[src/rtl/branch_predictor.sv]
// Direct-mapped branch target buffer with saturating direction counters.
// Combinational IF lookup, EX-stage training, and branch/mispredict perf counters.
module branch_predictor #(
  parameter int ENTRIES = 16,
  parameter int CTR_W   = 2,
  parameter int TAG_W   = 8
) (
  input  logic        clk,
  input  logic        rst,
  input  logic [31:0] lookup_pc,
  output logic        pred_hit,
  output logic        pred_taken,
  output logic [31:0] pred_target,
  input  logic        upd_valid,
  input  logic [31:0] upd_pc,
  input  logic        upd_uncond,
  input  logic        upd_taken,
  input  logic [31:0] upd_target,
  input  logic        upd_mispredict,
  input  logic        clr,
  output logic [31:0] branch_count,
  output logic [31:0] mispredict_count
);

  localparam int IDX_W = $clog2(ENTRIES);
  localparam logic [CTR_W-1:0] CTR_MAX = '1;
  localparam logic [CTR_W-1:0] CTR_WT  = CTR_W'(1 << (CTR_W - 1));

  logic             valid_q  [ENTRIES];
  logic [TAG_W-1:0] tag_q    [ENTRIES];
  logic [31:0]      target_q [ENTRIES];
  logic [CTR_W-1:0] ctr_q    [ENTRIES];

  logic [IDX_W-1:0] lk_idx, up_idx;
  logic [TAG_W-1:0] lk_tag, up_tag;
  logic             up_hit, up_taken;
  logic [CTR_W-1:0] up_ctr;

  assign lk_idx = lookup_pc[IDX_W+1:2];
  assign lk_tag = lookup_pc[IDX_W+TAG_W+1:IDX_W+2];
  assign up_idx = upd_pc[IDX_W+1:2];
  assign up_tag = upd_pc[IDX_W+TAG_W+1:IDX_W+2];

  // Lookup reads the registered array only, so a same-cycle update is not seen.
  always_comb begin
    pred_hit    = valid_q[lk_idx] && (tag_q[lk_idx] == lk_tag);
    pred_taken  = pred_hit && ctr_q[lk_idx][CTR_W-1];
    pred_target = pred_taken ? target_q[lk_idx] : lookup_pc + 32'd4;
  end

  always_comb begin
    up_hit   = valid_q[up_idx] && (tag_q[up_idx] == up_tag);
    up_taken = upd_uncond || upd_taken;
    up_ctr   = ctr_q[up_idx];
  end

  always_ff @(posedge clk or posedge rst) begin
    if (rst) begin
      for (int unsigned i = 0; i < ENTRIES; i++) begin
        valid_q[IDX_W'(i)]  <= 1'b0;
        tag_q[IDX_W'(i)]    <= '0;
        target_q[IDX_W'(i)] <= '0;
        ctr_q[IDX_W'(i)]    <= '0;
      end
      branch_count     <= '0;
      mispredict_count <= '0;
    end else begin
      if (upd_valid) begin
        branch_count     <= branch_count + 32'd1;
        mispredict_count <= mispredict_count + {31'd0, upd_mispredict};
      end
      // clr takes priority over any allocation or training in the same cycle.
      if (clr) begin
        for (int unsigned i = 0; i < ENTRIES; i++) begin
          valid_q[IDX_W'(i)] <= 1'b0;
        end
      end else if (upd_valid) begin
        if (up_hit) begin
          if (up_taken) begin
            target_q[up_idx] <= upd_target;
            if (upd_uncond || up_ctr == CTR_MAX) ctr_q[up_idx] <= CTR_MAX;
            else                                 ctr_q[up_idx] <= up_ctr + CTR_W'(1);
          end else if (up_ctr != '0) begin
            ctr_q[up_idx] <= up_ctr - CTR_W'(1);
          end
        end else if (up_taken) begin
          valid_q[up_idx]  <= 1'b1;
          tag_q[up_idx]    <= up_tag;
          target_q[up_idx] <= upd_target;
          ctr_q[up_idx]    <= upd_uncond ? CTR_MAX : CTR_WT;
        end
      end
    end
  end

endmodule

[config.mk]
export PLATFORM = sky130hd
export DESIGN_NAME = branch_predictor
export DESIGN_NICKNAME = d
export VERILOG_FILES = /design/src/rtl/branch_predictor.sv
export SDC_FILE = /design/constraint.sdc
export NUM_CORES = 2
export LEC_CHECK = 0
export CAP_MARGIN = 20
export CORE_MARGIN = 2
export CORE_UTILIZATION = 25
export DETAILED_ROUTE_END_ITERATION = 7
export PLACE_DENSITY = 0.42
export RECOVER_POWER = 100
export SETUP_SLACK_MARGIN = 0.1
export SLEW_MARGIN = 20
export SYNTH_ARGS = -nofsm -noshare
export SYNTH_HDL_FRONTEND = slang
export SYNTH_SLANG_ARGS = --single-unit
[constraint.sdc]
create_clock -name clk -period 31.1 [get_ports clk]
set_input_delay 4.665 -clock clk [delete_from_list [all_inputs] [get_ports clk]]
set_output_delay 4.665 -clock clk [all_outputs]
set_load 0.01 [all_outputs]
==> flow_metrics.env <==
export IMPL_run_status="complete, but fails checks"
export IMPL_violations="max-capacitance violations, max-slew violations"
export IMPL_initial_utilization=0.251
export IMPL_grt_start_max_net_pins=173
export IMPL_cp_max_fo=51
export IMPL_end_kind="primary output"
export IMPL_rsz0062_at_grt="false"
export IMPL_synth_avg_cell_area_um2=13.6
export IMPL_die_h_um=386
export IMPL_worst_hold_slack_ps=473
export IMPL_postLayoutCoreUtil=0.298
export IMPL_cts_setup_buffers=0
export IMPL_setup_viol=0
export IMPL_max_clock_path_buffers=3
export IMPL_relSlewSlack=-4.96
export IMPL_row_count=140
export IMPL_fillers=14400
export IMPL_ys_seq_area_frac=0.516
export IMPL_vias_per_cell=4.84
export IMPL_clock_sinks=752
export IMPL_final_cell_mix="dfrtp_1, mux2_2, nand2_1"
export IMPL_htreeDepth=3
export IMPL_dieArea_mm2=0.149
export IMPL_drc=0
export IMPL_synth_area_mm2=0.0364
export IMPL_die_w_um=386
export IMPL_grt_pass1_wl_um=170000
export IMPL_multi_input_area_mm2=0.0168
export IMPL_ff_latch_area_mm2=0.0188
export IMPL_clk_pin_slew_ps=50
export IMPL_routed_via_count=23300
export IMPL_yosysUniqueCellTypes=53
export IMPL_power_density_mw_per_mm2=63.4
export IMPL_grt_pass1_vias=25200
export IMPL_drive_gt1_frac=0.341
export IMPL_max_slew_worst_pin_slew_ps=8950
export IMPL_fin_tns_setup_ps=0
export IMPL_min_path_type="reg2reg"
export IMPL_cts_tree="yes"
export IMPL_synth_edf_count=0
export IMPL_maxCapViolCount=32
export IMPL_gp_congestion=0.784
export IMPL_totalWireLength_um=114000
export IMPL_critical_path_class="in2out"
export IMPL_syn_nets=2798
export IMPL_period_share=0.653
export IMPL_grt_overflow_total=0
export IMPL_root_buffer="clkbuf_16"
export IMPL_hold_buffers=0
export IMPL_ant_nets=0
export IMPL_hold_viol_final=0
export IMPL_synthFlopType="dfrtp_1"
export IMPL_cp_required_ps=26440
export IMPL_fin_ws_ps=10790
export IMPL_core_mm2=0.145
export IMPL_layout_nets=2931
export IMPL_io_buffers=180
export IMPL_io_pins=201
export IMPL_dp_hpwl_um=67200
export IMPL_worstSetupStartpointType="input pin"
export IMPL_worstSkewPairLatency_ps=710
export IMPL_route_detailed_wl_per_inst_um=23.7
export IMPL_grt_usage=0.155
export IMPL_first_pass_iters=5
export IMPL_ys_ff_latch=752
export IMPL_synthCells=2689
export IMPL_pre_cts_ws_ps=16800
export IMPL_fmaxAchievable_mhz=49.2
export IMPL_ys_warn_count=0
export IMPL_ir_drop_uv=39.9
export IMPL_worstPathArrival_ps=15650
export IMPL_syn2layout_area_growth_pct=18.6
export IMPL_report_final_slew_viol_count=1367
export IMPL_drt_iter0_drc=1367
export IMPL_antenna_found_initial=9
export IMPL_cts_buffers=92
export IMPL_fin_crit_ps=20310
export IMPL_final_common_cell="dfrtp_1"
export IMPL_clock_skew_ps=47.9
export IMPL_ys_async_sr_fraction=1.00
export IMPL_cts_resized=0
export IMPL_leakage_nw=19.0
-- area by class of cell --
class,count,share of cell area
Antenna cell,1,0.0000579
Inverter,15,0.00133
Clock buffer,137,0.0616
Multi-Input combinational cell,1728,0.389
Tap cell,1917,0.0555
Timing Repair Buffer,233,0.0481
Clock inverter,26,0.00944
Sequential cell,752,0.435
-- metrics by stage --
stage / total power [W] / area [µm²] / std cells
after floorplan: 0.00154 / 36400 / 2689
after global placement: 0.00166 / 40400 / 4644
after detailed placement: 0.00169 / 40400 / 4644
after CTS: 0.00279 / 43500 / 4807
after global routing: 0.00288 / 43200 / 4808
final: 0.00274 / 43200 / 4809
-- worst max-delay path, stage by stage --
cell and delay [ps]:
clkbuf_1 3160, clkbuf_1 2700, mux4_2 740, mux4_2 490, xnor2_1 170, nand4_1 140
nor4_1 60, nand2_1 260, clkbuf_1 1910, mux2_1 540, clkdlybuf4s50_1 600
-- registers in the layout, summed over array words and instances (netlist names) --
register	flops
branch_count	32
target_q	512
ctr_q	32
mispredict_count	32
valid_q	16
tag_q	128
-- cell usage after synthesis, drive strengths merged, types with 6 or more instances --
cell	count	share of area
and3	30	0.0052
nor2	67	0.0072
inv	14	0.0014
ha	6	0.0021
buf	55	0.0074
xor2	40	0.0096
a2bb2oi	11	0.0026
and2	9	0.0015
nand3	35	0.0048
nand2	468	0.048
a211oi	7	0.0014
dfrtp	752	0.52
o21a	6	0.0012
a31oi	8	0.0015
nor3	38	0.0070
mux2i	29	0.0080
nor2b	12	0.0021
nand4	14	0.0024
xnor2	64	0.015
mux2	567	0.18
a21oi	18	0.0025
mux4	244	0.15
clkbuf	139	0.014
-- routing by layer --
metal,wire [µm],up-vias,global-route usage,part of all wire
li1,-,9959,-,-
met1,50000,12500,0.205,0.44
met2,55900,590,0.258,0.49
met3,5140,189,0.0233,0.045
met4,3070,10,0.0512,0.027
met5,65,-,0,0.00057
-- logic make-up after synthesis --
group,Yosys count,synth area share
adders and majority gates,6,0.00206
buffers and inverters,209,0.0232
and+or+nand+nor,701,0.0842
AOI/OAI and AO/OA,77,0.0150
muxes,840,0.334
xor gates and xnor gates,104,0.0250
DFF,752,0.516
-- worst paths after layout --
| check | start | cells past startpoint | slack (ps) | endpoint |
|---|---|---|---|---|
| setup / recovery | lookup_pc[2] | 11 | 10790 | pred_target[3] |
| hold / removal | target_q[416] | 2 | 470 | target_q[416] |
| setup reg to reg | tag_q[46] | 8 | 25750 | tag_q[41] |
| hold reg to reg | target_q[416] | 2 | 470 | target_q[416] |
| max in group asynchronous | rst | 3 | 14490 | target_q[12] |
| min in group asynchronous | rst | 2 | 6160 | mispredict_count[29] |
-- power by group --
part,switching (W),internal [W]
logic,0.000182,0.000247
registers,0.0000928,0.00114
clock network,0.000438,0.000643
total,0.000712,0.00203
No activity file was read; power rests on OpenSTA's default activity.
